==> src/rtl/param_processor.sv <==
// Four-register accumulator-style processor: fetch/exec/mem FSM over a single req/ack memory port.
// Fetch and memory phases hold their request until mem_ack; ALU ops retire one cycle after fetch.
module param_processor #(
  parameter int DATA_W = 16,
  parameter int ADDR_W = 16
) (
  input  logic              clk,
  input  logic              reset,
  output logic              mem_req,
  output logic              mem_we,
  output logic [ADDR_W-1:0] mem_addr,
  output logic [DATA_W-1:0] mem_wdata,
  input  logic [DATA_W-1:0] mem_rdata,
  input  logic              mem_ack,
  output logic [ADDR_W-1:0] pc,
  output logic              halted,
  output logic [15:0]       retired
);

  typedef enum logic [1:0] {FETCH, EXEC, MEM, HALT} state_t;

  state_t            state, state_nxt;
  logic              run;
  logic [15:0]       ir;
  logic [DATA_W-1:0] regs [4];

  logic [3:0]        op;
  logic [1:0]        rd, rs;
  logic [7:0]        imm;
  logic [DATA_W-1:0] rd_val, rs_val, alu;
  logic [ADDR_W-1:0] rs_addr, br_target;
  logic [5:0]        shamt;
  logic              big_shift;

  assign op        = ir[15:12];
  assign rd        = ir[11:10];
  assign rs        = ir[9:8];
  assign imm       = ir[7:0];
  assign rd_val    = regs[rd];
  assign rs_val    = regs[rs];
  assign rs_addr   = ADDR_W'(rs_val);
  assign br_target = pc + ADDR_W'($signed(imm));
  assign shamt     = rs_val[5:0];
  assign big_shift = int'(shamt) >= DATA_W;
  assign halted    = (state == HALT);

  always_comb begin
    alu = rd_val;
    case (op)
      4'h0: alu = rd_val + rs_val;
      4'h1: alu = rd_val - rs_val;
      4'h2: alu = rd_val & rs_val;
      4'h3: alu = rd_val | rs_val;
      4'h4: alu = rd_val ^ rs_val;
      4'h5: alu = big_shift ? '0 : rd_val << shamt;
      4'h6: alu = big_shift ? '0 : rd_val >> shamt;
      4'h7: alu = DATA_W'(imm);
      default: alu = rd_val;
    endcase
  end

  // run holds the request off until the first edge after reset release
  always_comb begin
    state_nxt = state;
    mem_req   = 1'b0;
    mem_we    = 1'b0;
    mem_addr  = '0;
    mem_wdata = '0;
    case (state)
      FETCH: begin
        if (run) begin
          mem_req  = 1'b1;
          mem_addr = pc;
          if (mem_ack) state_nxt = EXEC;
        end
      end
      EXEC: begin
        if (op == 4'h8 || op == 4'h9) state_nxt = MEM;
        else if (op == 4'hF)          state_nxt = HALT;
        else                          state_nxt = FETCH;
      end
      MEM: begin
        mem_req   = 1'b1;
        mem_we    = (op == 4'h9);
        mem_addr  = rs_addr;
        mem_wdata = (op == 4'h9) ? rd_val : '0;
        if (mem_ack) state_nxt = FETCH;
      end
      HALT: state_nxt = HALT;
      default: state_nxt = FETCH;
    endcase
  end

  always_ff @(posedge clk or negedge reset) begin
    if (!reset) begin
      state   <= FETCH;
      run     <= 1'b0;
      pc      <= '0;
      ir      <= '0;
      retired <= '0;
      for (int i = 0; i < 4; i++) regs[i] <= '0;
    end else begin
      state <= state_nxt;
      run   <= 1'b1;
      case (state)
        FETCH: begin
          if (run && mem_ack) begin
            ir <= mem_rdata[15:0];
            pc <= pc + ADDR_W'(1);
          end
        end
        EXEC: begin
          if (op <= 4'h7) regs[rd] <= alu;
          if (op == 4'hA) pc <= rs_addr;
          if (op == 4'hB && rd_val == '0) pc <= br_target;
          if (op != 4'h8 && op != 4'h9) retired <= retired + 16'd1;
        end
        MEM: begin
          if (mem_ack) begin
            if (op == 4'h8) regs[rd] <= mem_rdata;
            retired <= retired + 16'd1;
          end
        end
        default: ;
      endcase
    end
  end

endmodule
==> config.mk <==
export PLATFORM = sky130hd
export DESIGN_NAME = param_processor
export DESIGN_NICKNAME = d
export VERILOG_FILES = /design/src/rtl/param_processor.sv
export SDC_FILE = /design/constraint.sdc
export NUM_CORES = 1
export LEC_CHECK = 0
export ABC_CLOCK_PERIOD_IN_PS = 7580
export CAP_MARGIN = 20
export CORE_ASPECT_RATIO = 1.75
export CORE_UTILIZATION = 45
export CTS_CLUSTER_DIAMETER = 200
export DETAILED_ROUTE_END_ITERATION = 7
export GPL_ROUTABILITY_DRIVEN = 0
export SETUP_SLACK_MARGIN = 0.4
export SYNTH_ARGS = -nofsm -noshare
export SYNTH_HDL_FRONTEND = slang
export SYNTH_SLANG_ARGS = --single-unit
==> constraint.sdc <==
create_clock -name clk -period 7.58 [get_ports clk]
set_input_delay 1.516 -clock clk [delete_from_list [all_inputs] [get_ports clk]]
set_output_delay 1.516 -clock clk [all_outputs]
set_load 0.1 [all_outputs]
### Yosys cells after proc, flatten, opt, wreduce, memory -nomap -nowiden

Index checks and enable logic that the tools add are counted.
W data, S select, Z words.

* bits of input ports: 19
* logic and storage cells: 103
* register bits: 115

* mux-type cells: 37
* $lt $le $gt $ge: 5
* bitwise operators: 5
* reduce and logical (&&, ||, !) cells: 15
* shift-type cells: 2
* eq/ne operators: 25
* add/subtract/negate cells: 5

Operators by type and width (number)
* $mux W16: 15
* $mux W64: 3
* $bwmux W64: 2
* $pmux W16 S8: 1
* $pmux W64 S2: 1
* $pmux W16 S2: 3
* $bmux W16 S2: 2
* $add A16 B1 Y16 const B: 2
* $add A16 B16 Y16: 2
* $demux W16 S2: 1
* $eq A4 B4 Y1 const B: 5
* $and A16 B16 Y16: 1
* $eq A4 B3 Y1 const B: 4
* $logic_not A16 Y1: 1
* $or A16 B16 Y16: 1
* $shl A16 B6 Y16: 1
* $shr A16 B6 Y16: 1
* $sub A16 B16 Y16: 1
* $xor A16 B16 Y16: 1
* $ne A2 B2 Y1 const B: 7
* $mux W2: 5
* $reduce_and A3 Y1: 3
* $eq A4 B2 Y1 const B: 2
* $ne A4 B4 Y1 const B: 2
* 19 further kinds: 27

### Depth between registers and ports, before layout

Gate-level depths: netlist of the first run.

* depth after elaboration: 10
* gate-level depth with buffers: 20

### Least setup slack after synthesis of the first run

OpenSTA, ideal clock, no wires.

* path kind: flip-flop to output port
* start point: register ir[9]
* end point: output mem_addr[0]
* buffers on the path: 3
* slack: 2.218 ns
* arrival time: 3.846 ns
* cell stages (with the launch flop): 7
* required time: 6.064 ns
* cell sequence: dfrtp_1 -> clkbuf_1 -> mux4_2 -> buf_1 -> inv_2 -> buf_1 -> o21ai_0

* cells in the longest elaborated chain, start to end: 5

Ends and longest elaborated chain
* start: declaration: line 24 `logic [15:0] ir;`
* start signal: assignment: line 108 `ir <= mem_rdata[15:0];`
* $not A2 Y3 (not written as such): line 40 `assign rs_val = regs[rs];`
* $bmux W16 S2: line 40
* $mux W16 (not written as such) (2 in a row): line 40
* $pmux W16 S2: line 69 `case (state)`
* end: declaration: line 11 `output logic [ADDR_W-1:0] mem_addr,`

Every way passes these cells. The select of a mux whose other input is x is not followed.

### Worst setup path in the final report of the first run

* start point: register ir[14]
* end point: output mem_wdata[7]

* cells in the longest elaborated chain, start to end: 3

Ends and longest elaborated chain
* $eq A4 B4 Y1: line 86 `mem_wdata = (op == 4'h9) ? rd_val : '0;`
* $mux W16: line 86
* $mux W16: line 69
* end: declaration: line 12 `output logic [DATA_W-1:0] mem_wdata,`

Every way passes these cells.

==> results of run 1 <==
-- metrics by stage --
step | hold WS (ns) | worst slack [ns] | instance area, um^2 | instances | util (%)
3_5_place_dp | 0.470 | 2.72 | 11500 | 1549 | 50.5
6_report | 0.471 | 2.15 | 12100 | 1583 | 53.1
2_1_floorplan | 0.460 | 2.22 | 10600 | 1230 | -
3_3_place_gp | 0.459 | 2.81 | 11500 | 1549 | 50.5
5_1_grt | 0.484 | 1.98 | 12100 | 1583 | 53.1
4_1_cts | 0.478 | 2.22 | 12100 | 1581 | 53.0
-- routing by layer --
metal	vias up	global-route usage, %
met5	-	0
met4	0	31.7
met3	218	7.21
met2	564	59.1
met1	5107	38.0
li1	4651	-
-- synth_stat cells (all sizes together) (13+ instances only) --
cell type	instances
and3	14
dfrtp	115
o211ai	18
nand2	127
a21oi	88
mux4	32
o22ai	18
ha	67
mux2	43
o21ai	93
nand4	13
buf	28
nand3	33
clkbuf	54
nor2	105
a211oi	14
o31ai	30
xnor2	38
nor3	26
mux2i	42
inv	48
a31oi	16
-- area by class of cell --
class | count | share of cell area [%]
well taps | 300 | 3.09
repair buffers | 103 | 8.25
clock inverters | 13 | 1.02
clock buffers | 19 | 3.65
flip-flops and latches | 115 | 23.7
inverters | 51 | 1.58
multi-input cells | 982 | 58.7
-- how the worst min path moves through the flow --
| stage | endpoint | slack [ns] | cells after the start |
|---|---|---|---|
| after floorplan | regs[16] | 0.46 | 2 |
| after global placement | retired[15] | 0.46 | 1 |
| after detailed placement | retired[15] | 0.47 | 1 |
| after CTS | retired[15] | 0.48 | 1 |
| after global routing | retired[15] | 0.48 | 1 |
| final | retired[15] | 0.47 | 1 |
-- logic make-up (layout without fill, tap and decap cells) --
logic type / Yosys count / after routing
and+or+nand+nor: 382 / 382
AOI/OAI and AO/OA: 364 / 364
xor gates and xnor gates: 49 / 49
adders and majority gates: 69 / 69
buffers and inverters: 133 / 186
other: 1 / 1
DFF: 115 / 115
muxes: 117 / 117
-- registers in the layout, summed over array words and instances, names as in the netlist --
signal,count
ir,16
pc,16
regs,64
retired,16
run,1
state,2
-- cells in the final DEF, fill, tap and decap left out, types with 17 or more instances in the layout --
cell type,count
buf_4,17
mux2i_1,42
nor3_1,26
nand3_1,33
o211ai_1,18
a21oi_1,88
clkdlybuf4s50_1,84
o21ai_0,87
mux2_2,31
inv_1,45
nand2_1,127
o31ai_1,30
clkbuf_16,17
ha_1,67
dfrtp_1,115
mux4_2,32
o22ai_1,18
xnor2_1,38
nor2_1,104
==> qor_table.md, run 1 <==
| Metric | This run | Unit |
| --- | --- | --- |
| Routed wl met2 | 20.2 | mm |
| Global routing usage summed across all routing layers | 35.5 | % |
| Number of instances in the synthesized netlist | 1230 | - |
| Resized Gates After CTS | 0 | - |
| Post-CTS Repair Setup Buffers | 0 | - |
| Remaining antenna violation count | 0 | - |
| Slew at the pin closest to its max-slew limit | 1.16 | ns |
| I/O Pins | 86 | - |
| Slowest Stage Delay on Critical Path | 1.18 | ns |
| Dominant combinational cell family by area after synthesis | compound AO/OA/AOI/OAI gates | - |
| Starting Density | 46.3 | % |
| Maximum number of pins on one net before global-route repair | 77 | - |
| Root Driver | clkbuf_16 | - |
| Result of the run | finished, final reports clean | - |
| Clk buf depth | 2 | - |
| Final net count | 1358 | - |
| FP Rows | 73 | - |
| Worst Hold Class | reg2reg | - |
| Worst R2R Start | ir[9] | - |
| Layout-stage area growth over the synthesis result | 14.8 | % |
| Count of filler cells inserted in the layout | 2149 | - |
| Synthesized Nets | 1318 | - |
| Routed length per placed instance | 26.2 | um |
| Core area | 0.0228 | mm^2 |
| Overall routed net length | 41.4 | mm |
| Sequential-to-total area share from yosys stat | 27.2 | % |
| Unrepaired setup endpoints after global routing | false | - |
| Met3 wirelength from detailed routing | 2.99 | mm |
| Via density per instance | 6.66 | - |
| Netlist Area Pre-Place | 0.0106 | mm^2 |
| Share of the synthesized area in the top cell type | 27.2 | % |
| Netlist cell types | 76 | - |
| Largest cells by area after synthesis | dfrtp_1, ha_1, mux4_2 | - |
| # diodes | 0 | - |
| CTS tree | yes | - |
| Compound-gate portion of the synthesized area | 22.2 | % |
| Routed vias | 10540 | - |
| Remaining design rule violation count | 0 | - |
| Avg Inst Size Synth | 8.59 | um^2 |
| Final Hold Viols | 0 | - |
| Shortest clock period the worst path allows after layout | 5.43 | ns |
| Clock tree sinks | 115 | - |
| Fraction of synthesis flops using an asynchronous set or reset pin | 100 | % |
| Series of cell instances along the critical path | nor3_1 -> nand3_1 -> nor2_1 -> clkdlybuf4s50_1 | - |
| Kind of start point of the critical path | flip-flop | - |
| Largest fanout of any net on the critical path | 23 | - |
| Instance count on the critical path | 4 | - |
| Via count of the first global-routing pass | 10619 | - |
| Highest signal layer in the routed design | met4 | - |
| Sequential cell area | 0.00288 | mm^2 |
| Die height | 205 | um |
| Number of buffers added by the clock tree synthesis step | 17 | - |
| Area share of xor/xnor cells in the synthesized design | 4.06 | % |
| Endpoint of the worst setup timing path | mem_wdata[7] | - |
| Sum of net half-perimeters after detailed placement | 30.3 | mm |
| Total iterations of the first detailed-routing run | 7 | - |
| Antenna violations before repair | 0 | - |
| Max_slew headroom | 22.4 | % |
| FF-to-FF setup slack | 2.45 | ns |
| Metal1 wirelength | 14.5 | mm |
| Crit path from | ir[14] | - |
| Worst-path clk slew | 0.07 | ns |
| Post-Synth Adder-Cell Area | 8.31 | % |
| Number of synthesized register bits | 115 | - |
| Proportion of synthesized area in mux cells | 15.7 | % |
| Critical hold path startpoint | retired[15] | - |
| Element type at the critical path end | output port | - |
| Die Area | 0.0241 | mm^2 |
| Max-cap violations | 0 | - |
| CP required | 6.06 | ns |
| First-pass GRT wire length | 63.5 | mm |
| Part of the cycle the worst path needs | 71.6 | % |
| I/O Buffers | 85 | - |
| Final global-route overflow total | 0 | - |
| Number of enable flip-flop cells after synthesis | 0 | - |
| Worst-case clock skew | 0.0126 | ns |
| Initial detailed-routing violation count | 1034 | - |
| Crit-path slowest cell | clkdlybuf4s50_1 | - |
| Area of the multi-input gates | 0.00712 | mm^2 |
| Yosys top cell by area | dfrtp_1 | - |
| Endpoint of the worst-slack reg-to-reg timing path | regs[13] | - |
| Fraction of final layout cells with drive strength greater than 1 | 11.3 | % |
| H-tree level count | 4 | - |
| Pins over their slew limit | 0 | - |
| Max Fclk | 0.184 | GHz |
| Area share of and/or/nand/nor cells after synthesis | 17.0 | % |
| Primary FF master, synth | dfrtp_1 | - |
| R2r worst-path depth | 16 | - |
| Worst Setup Path Type | reg2out | - |
| Clk Latency, worst-skew pair | 0.46 | ns |
| DIE WIDTH | 118 | um |
| Combined buffer and inverter count along the critical path | 1 | - |
| TNS Setup | 0 | ns |
| Kind of cell adding the most delay to the critical path | simple AND/OR/NAND/NOR gates | - |
| Total of hold buffers inserted after clock tree synthesis | 0 | - |
| Synth Warn # | 0 | - |
| Endpoint arrival time on the critical path | 3.91 | ns |
| Total setup violations reported at the end of the flow | 0 | - |
Power of run 1 is not shown: default switching activity piles up to over one toggle a cycle in this logic, so the estimate is an artifact.
==> run 2, diff against run 1 <==
- ABC_CLOCK_PERIOD_IN_PS: 7580 -> 5300
- clock period: 7.58 -> 5.3 ns (I/O delays scaled with it)
==> run 2 against run 1 <==
  * Via count increased by 1.7%
  * Register-to-register slack got worse by 1.9 ns
  * Cell count rose by 1.0%
  * Final area increased by 0.89%
  * Critical endpoint is now regs[42]
==> qor_table.md, run 2 (synthesis results as in run 1) <==
| Metric | This run | Unit | Change |
| --- | --- | --- | --- |
| Endpoint arrival time on the critical path | 5.10 | ns | +1.19 ns |
| Post-route worst hold slack | 0.479 | ns | +0.00778 ns |
| Flip-flop count of the largest register, all copies and words added | 64 | - | unchanged |
| CTS tree | yes | - |  |
| TNS Setup | 0 | ns | unchanged |
| Number of buffers added by the clock tree synthesis step | 17 | - | unchanged |
| Shortest clock period the worst path allows after layout | 4.76 | ns |  |
| Worst Setup Path Type | reg2reg | - |  |
| Final global-route overflow total | 0 | - | unchanged |
| Die Area | 0.0241 | mm^2 | unchanged |
| Max_slew headroom | 27.4 | % | +5.0 points |
| H-tree level count | 4 | - | unchanged |
| Total setup violations reported at the end of the flow | 0 | - | unchanged |
| Slowest Stage Delay on Critical Path | 0.86 | ns | -0.32 ns |
| Layout-stage area growth over the synthesis result | 15.9 | % |  |
| Maximum number of pins on one net before global-route repair | 55 | - | -29% |
| Register bank with the most flops | regs | - |  |
| Remaining antenna violation count | 0 | - | unchanged |
| Largest fanout of any net on the critical path | 24 | - | +4.3% |
| Max Fclk | 0.210 | GHz |  |
| Commonest non-fill, non-tap cells in the layout | nand2_1, dfrtp_1, nor2_1, a21oi_1, o21ai_0 | - |  |
| Series of cell instances along the critical path | buf_4 -> mux4_2 -> buf_4 -> nor3_1 -> nand3_1 -> o31ai_1 -> a311oi_1 -> o31ai_1 -> nor2_1 -> o21ai_0 | - |  |
| Final net count | 1375 | - | +1.3% |
| Fraction of final layout cells with drive strength greater than 1 | 14.7 | % | +3.4 points |
| Unrepaired setup endpoints after global routing | false | - |  |
| Global routing usage summed across all routing layers | 36.8 | % | +1.3 points |
| First-pass GRT wire length | 65.6 | mm | +3.3% |
| Worst Hold Class | reg2reg | - |  |
| Commonest non-fill, non-tap cell in the layout | nand2_1 | - |  |
| Element type at the critical path end | flip-flop | - |  |
| Root Driver | clkbuf_16 | - |  |
| CP required | 5.64 | ns | -0.42 ns |
| Routed length per placed instance | 26.7 | um | +2.1% |
| Kind of start point of the critical path | flip-flop | - |  |
| Antenna violations before repair | 0 | - | unchanged |
| Result of the run | finished, final reports clean | - |  |
| Slew at the pin closest to its max-slew limit | 1.09 | ns | -0.0684 ns |
| Overall routed net length | 42.7 | mm | +3.1% |
| DIE WIDTH | 118 | um | unchanged |
| Initial detailed-routing violation count | 1075 | - | +4.0% |
| Total iterations of the first detailed-routing run | 5 | - | -2 |
| Worst-case clock skew | 0.0117 | ns | -0.000878 ns |
| I/O Pins | 86 | - | unchanged |
| Crit-path slowest cell | o31ai_1 | - |  |
| Die height | 205 | um | unchanged |
| FP Rows | 73 | - | unchanged |
| Post-CTS Repair Setup Buffers | 0 | - | unchanged |
| Clock tree sinks | 115 | - | unchanged |
| I/O Buffers | 85 | - | unchanged |
| Via density per instance | 6.70 | - | +0.65% |
| Total of hold buffers inserted after clock tree synthesis | 0 | - | unchanged |
| Clk Latency, worst-skew pair | 0.44 | ns | -0.02 ns |
| Sum of net half-perimeters after detailed placement | 31.4 | mm | +3.8% |
| Final Hold Viols | 0 | - | unchanged |
| Clk buf depth | 2 | - | unchanged |
| Routed vias | 10716 | - | +1.7% |
| Part of the cycle the worst path needs | 89.8 | % |  |
| Count of filler cells inserted in the layout | 2168 | - | +0.88% |
| Max-cap violations | 0 | - | unchanged |
| Via count of the first global-routing pass | 10821 | - | +1.9% |
| Core area | 0.0228 | mm^2 | unchanged |
| Worst-path clk slew | 0.06 | ns | about the same |
| Starting Density | 46.3 | % | unchanged |
| Pins over their slew limit | 0 | - | unchanged |
| Remaining design rule violation count | 0 | - | unchanged |
==> run 2: layout make-up <==
type | count | area [um^2] | area share (%)
multi-input combinational | 982 | 7150 | 58.4
sequential | 115 | 2880 | 23.5
timing repair buffer | 120 | 1050 | 8.57
clock buffer | 18 | 439 | 3.59
tap | 300 | 375 | 3.07
inverter | 51 | 191 | 1.56
clock inverter | 12 | 156 | 1.28
antenna | 1 | 2.50 | 0.0204
==> run 2: worst paths after layout <==
kind	start	to	slack, ns	cells after the start
max	ir[8]	regs[42]	0.54	10
min	retired[15]	retired[15]	0.48	1
max reg2reg	ir[8]	regs[42]	0.54	10
min reg2reg	retired[15]	retired[15]	0.48	1
max in group asynchronous	reset	ir[10]	3.62	2
min in group asynchronous	reset	regs[53]	0.58	1
==> run 2: metal layers <==
metal / GRT usage, % / vias up / wire [um]
li1: - / 4685 / -
met4: 31.4 / 0 / 3790
met1: 38.9 / 5162 / 14900
met3: 8.30 / 237 / 3030
met2: 61.8 / 632 / 21000
met5: 0 / - / 0
==> run 2: through the flow <==
stage	setup slack (ns)	instance area [um^2]	util [%]	std cells
after global placement	0.593	11600	50.8	1567
after global routing	0.373	12200	53.6	1598
after detailed placement	0.607	11600	50.8	1567
final	0.542	12200	53.6	1599
after floorplan	0.537	10600	-	1230
after CTS	0.581	12200	53.4	1597
==> run 2: worst max-delay path, delay by kind of cell (launching register included) <==
family,cells,cell delay [ns]
compound gates,4,1.55
buf+inv,2,0.59
flops,1,0.45
mux,1,0.57
simple gates,3,1.49
==> run 2: timing repair <==
| action | in CTS | in global routing |
|---|---|---|
| setup endpoints to repair | 0 | 36 |
| endpoints found under the hold margin | 0 | 0 |
| gates resized for setup | 0 | 6 |
Power of run 2 is left out for the same reason.
